--- config.mk ---
export PLATFORM = sky130hd
export DESIGN_NAME = rr_mux_arbiter_16
export DESIGN_NICKNAME = d
export VERILOG_FILES = /design/src/rtl/rr_mux_arbiter_16.sv
export SDC_FILE = /design/constraint.sdc
export NUM_CORES = 1
export LEC_CHECK = 0
export ABC_AREA = 1
export BUFFER_PORTS_ARGS = -buffer_cell sky130_fd_sc_hd__buf_2
export CAP_MARGIN = 20
export CORE_ASPECT_RATIO = 1.25
export CORE_MARGIN = 5
export CORE_UTILIZATION = 52
export DETAILED_ROUTE_END_ITERATION = 10
export PLACE_DENSITY = 0.81
export SLEW_MARGIN = 20
export SYNTH_ARGS = -nofsm -noshare
export SYNTH_HDL_FRONTEND = slang
export SYNTH_SLANG_ARGS = --single-unit
--- constraint.sdc ---
create_clock -name clk -period 4 [get_ports clk]
set_clock_uncertainty 0.2 [all_clocks]
set_input_delay 0.2 -clock clk [delete_from_list [all_inputs] [get_ports clk]]
set_output_delay 0.2 -clock clk [all_outputs]
set_load 0.005 [all_outputs]
--- src/rtl/rr_mux_arbiter_16.sv ---
// Round-robin arbiter for a 16:1 bit-select datapath: grants one requester per burst and registers its bit.
// Optional macro RR_ARB_BACK2BACK_EN: re-arbitrate at burst end so the grant moves without an IDLE gap.
module rr_mux_arbiter_16 #(
    parameter int BURST_LEN = 4,
    parameter int CNT_W     = 4
) (
    input  logic        clk,
    input  logic        rst,
    input  logic [15:0] req,
    input  logic [15:0] data_in,
    output logic [3:0]  select,
    output logic [15:0] grant,
    output logic        busy,
    output logic        data_out,
    output logic        data_valid,
    output logic        burst_done
);

    typedef enum logic {
        IDLE  = 1'b0,
        GRANT = 1'b1
    } state_t;

    state_t      state_q, state_d;
    logic [3:0]  ptr_q, ptr_d;
    logic [3:0]  select_q, select_d;
    logic [15:0] grant_q, grant_d;
    logic [CNT_W-1:0] cnt_q, cnt_d;
    logic        data_out_q, data_out_d;
    logic        data_valid_q, data_valid_d;
    logic        burst_done_q, burst_done_d;
    logic        end_grant;

    logic        idle_found;
    logic [3:0]  idle_win;

    // First requester found scanning start, start+1, ... with 4-bit wraparound.
    function automatic logic [4:0] rr_pick(input logic [3:0] start, input logic [15:0] r);
        logic       found;
        logic [3:0] win;
        logic [3:0] idx;
        found = 1'b0;
        win   = start;
        for (int i = 0; i < 16; i++) begin
            idx = start + 4'(i);
            if (!found && r[idx]) begin
                found = 1'b1;
                win   = idx;
            end
        end
        return {found, win};
    endfunction

    assign {idle_found, idle_win} = rr_pick(ptr_q, req);

`ifdef RR_ARB_BACK2BACK_EN
    logic        next_found;
    logic [3:0]  next_win;
    assign {next_found, next_win} = rr_pick(select_q + 4'd1, req);
`endif

    always_comb begin
        state_d      = state_q;
        ptr_d        = ptr_q;
        select_d     = select_q;
        grant_d      = grant_q;
        cnt_d        = cnt_q;
        data_out_d   = data_out_q;
        data_valid_d = 1'b0;
        burst_done_d = 1'b0;
        end_grant    = 1'b0;
        case (state_q)
            IDLE: begin
                if (idle_found) begin
                    select_d = idle_win;
                    grant_d  = 16'd1 << idle_win;
                    cnt_d    = '0;
                    state_d  = GRANT;
                end
            end
            GRANT: begin
                if (req[select_q]) begin
                    data_out_d   = data_in[select_q];
                    data_valid_d = 1'b1;
                    cnt_d        = cnt_q + 1'b1;
                    if (cnt_q == CNT_W'(BURST_LEN - 1)) begin
                        burst_done_d = 1'b1;
                        end_grant    = 1'b1;
                    end
                end else begin
                    // Early release: the owner dropped its request, give up the channel.
                    end_grant = 1'b1;
                end
                if (end_grant) begin
                    ptr_d   = select_q + 4'd1;
                    grant_d = '0;
                    state_d = IDLE;
`ifdef RR_ARB_BACK2BACK_EN
                    if (next_found) begin
                        select_d = next_win;
                        grant_d  = 16'd1 << next_win;
                        cnt_d    = '0;
                        state_d  = GRANT;
                    end
`endif
                end
            end
            default: state_d = IDLE;
        endcase
    end

    always_ff @(posedge clk or posedge rst) begin
        if (rst) begin
            state_q      <= IDLE;
            ptr_q        <= '0;
            select_q     <= '0;
            grant_q      <= '0;
            cnt_q        <= '0;
            data_out_q   <= 1'b0;
            data_valid_q <= 1'b0;
            burst_done_q <= 1'b0;
        end else begin
            state_q      <= state_d;
            ptr_q        <= ptr_d;
            select_q     <= select_d;
            grant_q      <= grant_d;
            cnt_q        <= cnt_d;
            data_out_q   <= data_out_d;
            data_valid_q <= data_valid_d;
            burst_done_q <= burst_done_d;
        end
    end

    assign select     = select_q;
    assign grant      = grant_q;
    assign busy       = (state_q == GRANT);
    assign data_out   = data_out_q;
    assign data_valid = data_valid_q;
    assign burst_done = burst_done_q;

endmodule

==> metrics.md <==
| Metric | Value |
|---|---|
| Cells after synthesis | 573 |
| Max Cap Viol | 0 |
| Reg2Reg Capture Point | grant[8] |
| Antenna fix cells | 0 |
| Rel. slew slack | 35.9% |
| Hold Crit Endpoint | data_out |
| Crit path launch type | flip-flop |
| Worst Hold Class | input pin to flip-flop |
| Top delay family on crit path | simple AND/OR/NAND/NOR gates |
| Root Driver | clkbuf_8 |
| Final-report setup violation count | 0 |
| Post-synth EDFFs | 0 |
| Final min period | 3.91 ns |
| CP max FO | 6 |
| R2r setup slk | 0.09 ns |
| Total die area | 8410 sq um |
| Antenna-violating nets left | 0 |
| Vias in the first global route | 3845 |
| Clk_lat worst skew | 0.28 ns |
| Max Fclk | 256 MHz |
| Clk buf depth | 2 |
| CP max stage cell | dfrtp_1 |
| FF+latch count, synth | 32 |
| Largest net degree at the start of global routing | 33 |
| Critical path endpoint category | flip-flop |
| Fin crit share | 97.8% |
| Sequential area share after synthesis | 23.1% |
| Critical R2R Launch | ptr_q[1] |
| Share of cells above drive strength 1 | 26.5% |
| Worst Hold Depth | 5 |
| Post-route cell area | 4440 sq um |
| Final worst setup slack | 0.0873 ns |
| Max-slew violations | 0 |
| Crit Path Class | flip-flop to flip-flop |
| Critical path required time | 3.96 ns |
| Core ar. | 6520 sq um |
| Async S/R FF share, synth | 100% |
| Worst path arrival time | 3.87 ns |
| Nets | 699 |
| FILL cells | 595 |
| Avg Cell Area, Syn | 6.05 sq um |
| DRC | 0 |
| Placer Congestion | 1.00 |
| Main synth FF type | dfrtp_1 |
| Final total negative setup slack | 0 ns |
| GRT Total Usage | 24.3% |
| Syn. warnings | 0 |
| Starting density of the core | 53.1% |
| Place WS | -0.140 ns |
| H-tree depth | 2 |
| Routed via count | 4200 |
| CTS buffer count | 5 |
| Worst r2r path cells | 29 |
| Worst-margin pin slew | 0.961 ns |
| DR iter-0 viols | 465 |
| Drt pass-1 iters | 5 |
| Final Hold Fails | 0 |
| Hold_sp | data_in[8] |
| PortBufs | 57 |
| TritonCTS clock tree | built |
| Area grow syn2layout | 28.2% |
| Vias per std cell | 5.65 |
| Chip height | 101 um |
| Unrepaired setup endpoints after global routing | yes |
| Total length of routed wires | 11200 um |
| Post-synthesis net count | 616 |
| CP bufs+invs | 5 |
| # IOs | 58 |
| Initial antenna violation count | 0 |
| Clock sinks | 32 |
| Hpwl dp | 8050 um |
| Clk pin slew, worst setup/hold paths | 0.06 ns |
| Outcome | finished, final reports clean |
| Netlist cell types | 31 |
| Grt ovf | 0 |
| Crit-path max cell delay | 0.39 ns |
| Row cnt | 33 |
| First-pass GRT wire length | 17000 um |
| Die X | 83.0 um |
| Wire per inst | 15.1 um |
| Post-DP Area | 3880 sq um |
| Post-synthesis instance area | 3470 sq um |
## placed cells by master (no fill, tap or decap), types with 2 or more instances in the layout
cell      count
xor2_2        3
ha_4          3
nand2_2      14
o211ai_1      8
buf_4        31
inv_2        11
buf_2        57
clkbuf_8      7
nand2_1     180
dfrtp_1      31
o21a_1        2
mux2i_1       8
a21oi_1      18
nor2_2        3
nand3_2       5
nand2_4       5
buf_6         4
inv_4         3
a31oi_1       2
a21oi_2       2
ha_1          6
o21ai_0      46
nand3_4       5
o21ai_1       7
nor2_1       19
nor2_4       12
nand4_1      12
xor2_1        6
inv_1        55
nand3_1      78
## how the worst max path moves through the flow
stage | depth (start not counted) | slack (ns) | endpoint | startpoint
2_1_floorplan | 29 | 0.30 | grant[14] | ptr_q[1]
3_3_place_gp | 27 | -0.11 | grant[8] | ptr_q[1]
3_5_place_dp | 27 | -0.14 | grant[9] | ptr_q[1]
4_1_cts | 29 | 0.01 | grant[9] | ptr_q[1]
5_1_grt | 29 | -0.16 | grant[8] | ptr_q[1]
6_report | 29 | 0.09 | grant[8] | ptr_q[1]
## state kept, by name, indices dropped and copies added (netlist names)
register	count
grant	16
cnt_q	4
ptr_q	4
select	4
burst_done	1
busy	1
data_out	1
data_valid	1
## cell type report
class,count,area [sq um],area share [%]
inverters,70,274,6.17
flip-flops and latches,32,802,18.1
well taps,87,109,2.45
clock buffers,7,96.3,2.17
repair buffers,95,608,13.7
multi-input cells,452,2550,57.5
## synthesized netlist by cell type, types with 4 or more instances
master,number,area (sq um)
o21ai_1,6,30.0
buf_4,5,37.5
nor2_4,5,56.3
o211ai_1,8,60.1
dfrtp_1,32,801
buf_2,6,30.0
nand4_1,12,75.1
mux2i_1,8,80.1
nand3_2,4,40.0
nand3_1,84,420
inv_1,60,225
clkbuf_1,5,18.8
inv_2,10,37.5
nand2_1,191,717
nor2_1,29,109
a21oi_1,20,100
ha_1,9,113
o21ai_0,48,240
xor2_1,9,78.8
nand2_2,8,50.1
## timing repair
item	4_1_cts	5_1_grt
resized for setup	3	70
endpoints found under the hold margin	32	0
pin swaps	0	22
hold buffers	1	0
buffers inserted	0	19
setup endpoints to repair	17	22
## cell families after synthesis
logic type	share of synthesized area, %
AOI/OAI and AO/OA	14.4
DFF	23.1
and+or+nand+nor	43.1
adders and majority gates	3.25
xor gates and xnor gates	3.00
buffers and inverters	10.8
muxes	2.31
## per-stage QoR
| stage | utilization (%) | hold WS (ns) | cells |
|---|---|---|---|
| after detailed placement | 59.5 | 0.0999 | 716 |
| after floorplan | - | 0.116 | 573 |
| after global routing | 68.1 | 0.240 | 743 |
| final | 68.1 | 0.215 | 743 |
| after CTS | 61.3 | 0.216 | 724 |
| after global placement | 59.5 | 0.0917 | 716 |
## metal layers
metal	vias up	GRT usage, %	wire length, um
met2	204	44.4	5720
met5	-	0	0
met1	1917	28.0	4350
li1	2038	-	-
met3	41	2.36	688
met4	0	13.1	481
## worst min-delay path: cells and delay by family
kind                   cells  cell delay [ns]
AO/OA/AOI/OAI              4             0.38
buffers and inverters      1             0.07
Power is not shown: default switching activity piles up to over one toggle a cycle in this logic, so the estimate is an artifact.
